--- src/rtl/rv32i_lsu.sv ---
// rv32i_lsu: load/store unit between the RV32I execute stage and the
// byte-banked data memory. Aligned accesses go out as a single memory cycle;
// misaligned ones are either split into byte beats or trapped, depending on
// MISALIGNED_TRAP. Load data is assembled and sign/zero-extended before a
// single-cycle response pulse.
module rv32i_lsu #(
  parameter int unsigned MISALIGNED_TRAP = 0
) (
  input  logic        clk,
  input  logic        rst,
  input  logic        req_valid,
  output logic        req_ready,
  input  logic        req_we,
  input  logic [2:0]  req_funct3,
  input  logic [31:0] req_addr,
  input  logic [31:0] req_wdata,
  output logic        resp_valid,
  output logic        resp_err,
  output logic [31:0] resp_rdata,
  output logic [31:0] m_addr,
  output logic [31:0] m_wdata,
  output logic        m_wr,
  output logic [1:0]  m_sz,
  input  logic [31:0] m_rdata
);

  typedef enum logic [1:0] {
    S_IDLE,
    S_ACCESS,
    S_RESP
  } state_t;

  state_t      r_state;
  state_t      w_state_nxt;

  logic        r_we;
  logic [2:0]  r_f3;
  logic [31:0] r_addr;
  logic [31:0] r_wdata;
  logic        r_mis;
  logic [1:0]  r_beat;
  logic [31:0] r_asm;
  logic [31:0] r_maddr;
  logic        r_err;
  logic [31:0] r_rdata;

  logic        w_accept;
  logic        w_legal;
  logic        w_mis;
  logic        w_reject;
  logic        w_last_beat;
  logic [31:0] w_beat_addr;
  logic [7:0]  w_beat_byte;
  logic [31:0] w_asm_nxt;
  logic [31:0] w_ext;

  // Request decode: legality and natural-alignment check on the incoming request
  always_comb begin
    w_accept = req_valid & (r_state == S_IDLE);
    if (req_we) begin
      w_legal = (req_funct3 == 3'd0) | (req_funct3 == 3'd1) | (req_funct3 == 3'd2);
    end else begin
      w_legal = (req_funct3 == 3'd0) | (req_funct3 == 3'd1) | (req_funct3 == 3'd2) |
                (req_funct3 == 3'd4) | (req_funct3 == 3'd5);
    end
    w_mis = ((req_funct3[1:0] == 2'd1) & req_addr[0]) |
            ((req_funct3[1:0] == 2'd2) & (req_addr[1:0] != 2'b00));
    w_reject = ~w_legal | (w_mis & (MISALIGNED_TRAP != 0));
  end

  // Beat sequencing, load assembly and response data extension
  always_comb begin
    if (r_mis) begin
      w_last_beat = (r_f3[1:0] == 2'd2) ? (r_beat == 2'd3) : (r_beat == 2'd1);
    end else begin
      w_last_beat = 1'b1;
    end
    w_beat_addr = r_addr + {30'd0, r_beat};
    w_beat_byte = 8'(r_wdata >> {r_beat, 3'b000});

    w_asm_nxt = r_asm;
    if (r_mis) begin
      case (r_beat)
        2'd0:    w_asm_nxt[7:0]   = m_rdata[7:0];
        2'd1:    w_asm_nxt[15:8]  = m_rdata[7:0];
        2'd2:    w_asm_nxt[23:16] = m_rdata[7:0];
        default: w_asm_nxt[31:24] = m_rdata[7:0];
      endcase
    end else begin
      case (r_f3[1:0])
        2'd0:    w_asm_nxt = {24'd0, m_rdata[7:0]};
        2'd1:    w_asm_nxt = {16'd0, m_rdata[15:0]};
        default: w_asm_nxt = m_rdata;
      endcase
    end

    case (r_f3)
      3'd0:    w_ext = {{24{w_asm_nxt[7]}}, w_asm_nxt[7:0]};
      3'd1:    w_ext = {{16{w_asm_nxt[15]}}, w_asm_nxt[15:0]};
      3'd4:    w_ext = {24'd0, w_asm_nxt[7:0]};
      3'd5:    w_ext = {16'd0, w_asm_nxt[15:0]};
      default: w_ext = w_asm_nxt;
    endcase
  end

  // Next-state logic and port outputs
  always_comb begin
    w_state_nxt = r_state;
    req_ready   = 1'b0;
    resp_valid  = 1'b0;
    m_addr      = r_maddr;
    m_sz        = 2'd2;
    m_wdata     = '0;
    m_wr        = 1'b0;
    case (r_state)
      S_IDLE: begin
        req_ready = 1'b1;
        if (w_accept) begin
          w_state_nxt = w_reject ? S_RESP : S_ACCESS;
        end
      end
      S_ACCESS: begin
        m_addr  = w_beat_addr;
        m_sz    = r_mis ? 2'd0 : r_f3[1:0];
        m_wdata = r_mis ? {24'd0, w_beat_byte} : r_wdata;
        // Gated by rst so an abandoned beat never reaches memory
        m_wr    = r_we & ~rst;
        if (w_last_beat) begin
          w_state_nxt = S_RESP;
        end
      end
      S_RESP: begin
        resp_valid  = 1'b1;
        w_state_nxt = S_IDLE;
      end
      default: w_state_nxt = S_IDLE;
    endcase
  end

  assign resp_err   = r_err;
  assign resp_rdata = r_rdata;

  // State register, request latch, beat counter and response registers
  always_ff @(posedge clk) begin
    if (rst) begin
      r_state <= S_IDLE;
      r_we    <= 1'b0;
      r_f3    <= '0;
      r_addr  <= '0;
      r_wdata <= '0;
      r_mis   <= 1'b0;
      r_beat  <= '0;
      r_asm   <= '0;
      r_maddr <= '0;
      r_err   <= 1'b0;
      r_rdata <= '0;
    end else begin
      r_state <= w_state_nxt;
      if (w_accept) begin
        r_we    <= req_we;
        r_f3    <= req_funct3;
        r_addr  <= req_addr;
        r_wdata <= req_wdata;
        r_mis   <= w_mis & w_legal;
        r_beat  <= '0;
        r_asm   <= '0;
        if (w_reject) begin
          r_err   <= 1'b1;
          r_rdata <= '0;
        end
      end else if (r_state == S_ACCESS) begin
        r_asm   <= w_asm_nxt;
        r_maddr <= w_beat_addr;
        r_beat  <= r_beat + 2'd1;
        if (w_last_beat) begin
          r_err   <= 1'b0;
          r_rdata <= r_we ? '0 : w_ext;
        end
      end
    end
  end

endmodule
--- config.mk ---
export PLATFORM = sky130hd
export DESIGN_NAME = rv32i_lsu
export DESIGN_NICKNAME = d
export VERILOG_FILES = /design/src/rtl/rv32i_lsu.sv
export SDC_FILE = /design/constraint.sdc
export NUM_CORES = 1
export LEC_CHECK = 0
export CAP_MARGIN = 40
export CORE_MARGIN = 1.5
export CORE_UTILIZATION = 30
export CTS_CLUSTER_DIAMETER = 50
export DETAILED_ROUTE_END_ITERATION = 8
export PLACE_DENSITY = 0.53
export SLEW_MARGIN = 20
export SYNTH_ARGS = -nofsm -noshare
export SYNTH_HDL_FRONTEND = slang
export SYNTH_SLANG_ARGS = --single-unit
--- constraint.sdc ---
create_clock -name clk -period 2.9 [get_ports clk]
set_input_delay 0.435 -clock clk [delete_from_list [all_inputs] [get_ports clk]]
set_output_delay 0.435 -clock clk [all_outputs]
set_load 0.05 [all_outputs]
==> impl_metrics.tcl <==
set metrics [dict create \
    status "finished, final reports clean" \
    slowest_stage "fa_2" \
    drv_cap 0 \
    syn-num-nets 1140 \
    die_y_um 167.4 \
    power_per_cell_area_mw_per_mm2 534.3 \
    setup_viol 0 \
    synthFlopType "dfxtp_1" \
    synthArstFlopShare_pct 0 \
    synth_seq_area_share_pct 41.97 \
    antenna_found_initial 2 \
    cts.sinks 170 \
    power_mw 6.193 \
    syn-instance-count 1030 \
    synth_edf_count 0 \
    drcViolationCount 0 \
    routed_wl_um 26380 \
    cts_tree "built" \
    start_util_pct 30.86 \
    grt.total_usage_pct 18.75 \
    cp_num_buf_inv 3 \
    maxSlewViolCount 0 \
    n_fill_cell 2605 \
    numCtsBuffers 17 \
    clk_pin_slew_ns 0.07 \
    place_area_sq_mm 0.01086 \
    skew_ns 0.01180 \
    startpoint_type "flop" \
    clk_path_buf_depth 2 \
    tns_ns 0 \
    die_area_sq_mm 0.02803 \
    io_pins 205 \
    crit_fanout 8 \
    synth_area_sq_mm 0.008109 \
    wire_per_inst_um 17.01 \
    first_pass_iters 4 \
    die_x_um 167.4 \
    grt-ovfl-total 0 \
    place_congestion 0.7765 \
    avgSynthCellArea_sq_um 7.873 \
    worstPathRequired_ns 2.47 \
    ys_seq_elements 170 \
    fp-row-count 59 \
    fmaxAchievable_mhz 358.2 \
    rsz0062_at_grt "yes" \
    period_share_pct 96.26 \
    vdd_drop_max_v 0.0003253 \
    grt_pass1_vias 7558 \
    design.core.area_sq_mm 0.02628 \
    tightest_slew_ns 0.7408 \
    hold_buffers 0 \
    drt_iter0_markers 397 \
    arrival_ns 2.36 \
    seqPwrFrac_pct 41.3 \
    grt_max_degree 113 \
    clk_latency_ns 0.43 \
    drtAntennaViolNets 0 \
    p_comb_share_pct 20.7 \
    holdCritPathClass "in2reg" \
    internal_power_mw 4.235 \
    dp_hpwl_um 18320 \
    finish.instance_area_sq_mm 0.01159 \
    yosysWarningCount 0 \
    cpPeakStageDelay_ns 0.39 \
    clockPowerShare_pct 37.9 \
    slew_headroom_pct 50.53 \
    dr_total_vias 7746 \
    nets 1311 \
    syn_to_final_growth_pct 42.94 \
    holdWs_ns 0.3363 \
    viasPerCell 4.994 \
    setup_ws_ns 0.1086 \
    end_kind "output port" \
    grt_pass1_wl_um 41570 \
    crit_chain "ha_4, inv_1, fa_2, nor3_4, buf_6, nand4_1, xor2_2, a21oi_4, buf_12" \
    hold_violations 0 \
    cts-root-buf "clkbuf_16" \
    synth_cell_type_count 58 \
    period_needed_ns 2.791 \
    cts_htree_levels 4 \
    switchingPower_mw 1.958 \
    dp_slack_ns 0.2802 \
    io_buffer_count 204 \
    critPathKind "reg2out" \
    netSwitchingFraction_pct 31.61 \
    critical_path.top_delay_family "adder cells" \
    leakagePower_nw 4.299 \
    drive_gt1_share_pct 15.40 \
]
[repair_timing]
item,in CTS,in global routing
endpoints found under the hold margin,0,0
pin swaps,6,6
gates resized for setup,9,14
buffers inserted,2,1
endpoints found under the setup margin,13,19
cloned,0,0
[state kept, by name, indices dropped and copies added (netlist names)]
| name | flops |
|---|---|
| resp_rdata | 32 |
| r_mis | 1 |
| r_state | 2 |
| r_wdata | 32 |
| r_we | 1 |
| r_f3 | 3 |
| r_beat | 2 |
| resp_err | 1 |
| r_asm | 32 |
| r_addr | 32 |
| r_maddr | 32 |
[power groups by stage]
stage	Clock, mW	Sequential (mW)	Combinational (mW)
2_1_floorplan	0	2.65	0.671
3_3_place_gp	0	2.61	1.28
3_5_place_dp	0	2.61	1.29
4_1_cts	2.42	2.56	1.29
5_1_grt	2.53	2.58	1.38
6_report	2.35	2.56	1.28
[layer usage]
| metal | GRT usage (%) | vias up | routed length, um |
|---|---|---|---|
| li1 | - | 3917 | - |
| met1 | 24.97 | 3632 | 12490 |
| met2 | 30.65 | 183 | 12270 |
| met3 | 4.491 | 14 | 1322 |
| met4 | 4.269 | 0 | 297 |
| met5 | 0 | - | 0 |
[cell families after synthesis]
family	count (synthesis)	synth area share, %
DFF	170	41.97
adders and majority gates	7	1.173
and+or+nand+nor	453	24.73
buffers and inverters	94	4.752
AOI/OAI and AO/OA	234	18.69
xor gates and xnor gates	31	3.348
muxes	41	5.339
[final cells by class]
class	instances	area (sq um)	share of cell area [%]
clock inverters	15	173.9	1.500
clock buffers	17	425.4	3.670
flip-flops and latches	170	3407	29.39
well taps	335	419.2	3.616
multi-input cells	766	4474	38.60
repair buffers	234	2639	22.77
diodes	2	5.005	0.04318
inverters	12	47.55	0.4102
[cells in the mapped netlist (6+ instances only)]
library cell	n	area share (%)
nor2b_1	11	0.85
mux2_2	14	1.9
a2bb2oi_1	7	0.76
nand4_1	15	1.2
dfxtp_1	170	42
a211oi_1	31	2.9
a22o_1	15	1.6
xnor2_1	8	0.86
mux2i_1	26	3.2
xor2_1	23	2.5
nor3_1	18	1.1
inv_1	10	0.46
a21oi_1	117	7.2
o22ai_1	7	0.54
clkbuf_1	64	3.0
nand2b_1	10	0.77
nand3_1	24	1.5
nor4_1	9	0.69
and3_1	28	2.2
nand2_1	216	10
a311oi_1	15	1.6
ha_1	6	0.93
o31ai_1	8	0.74
nor2_1	105	4.9
buf_1	9	0.42
o21ai_0	17	1.0
[through the flow]
step,util [%],cells
after floorplan,-,1030
after global placement,41.33,1514
after detailed placement,41.33,1514
after CTS,43.82,1548
after global routing,44.11,1551
final,44.11,1551
[layout by cell type (no fill, tap or decap), types with 17 or more instances in the layout]
master,n
a211oi_1,31
clkbuf_16,17
nand3_1,24
buf_4,54
mux2i_1,26
dfxtp_1,167
a21oi_1,101
nor2_1,103
xor2_1,22
and3_1,28
clkdlybuf4s50_1,136
buf_12,43
nand2_1,215
[final timing paths]
path	start	to	slack (ns)	cells past startpoint
worst min-delay path	rst	resp_rdata[31]	0.34	2
worst min register to register	r_wdata[0]	r_wdata[0]	0.45	2
worst max-delay path	r_beat[0]	m_addr[30]	0.11	9
worst max register to register	r_beat[0]	resp_rdata[15]	0.34	8
No activity file was read; power rests on OpenSTA's default activity.
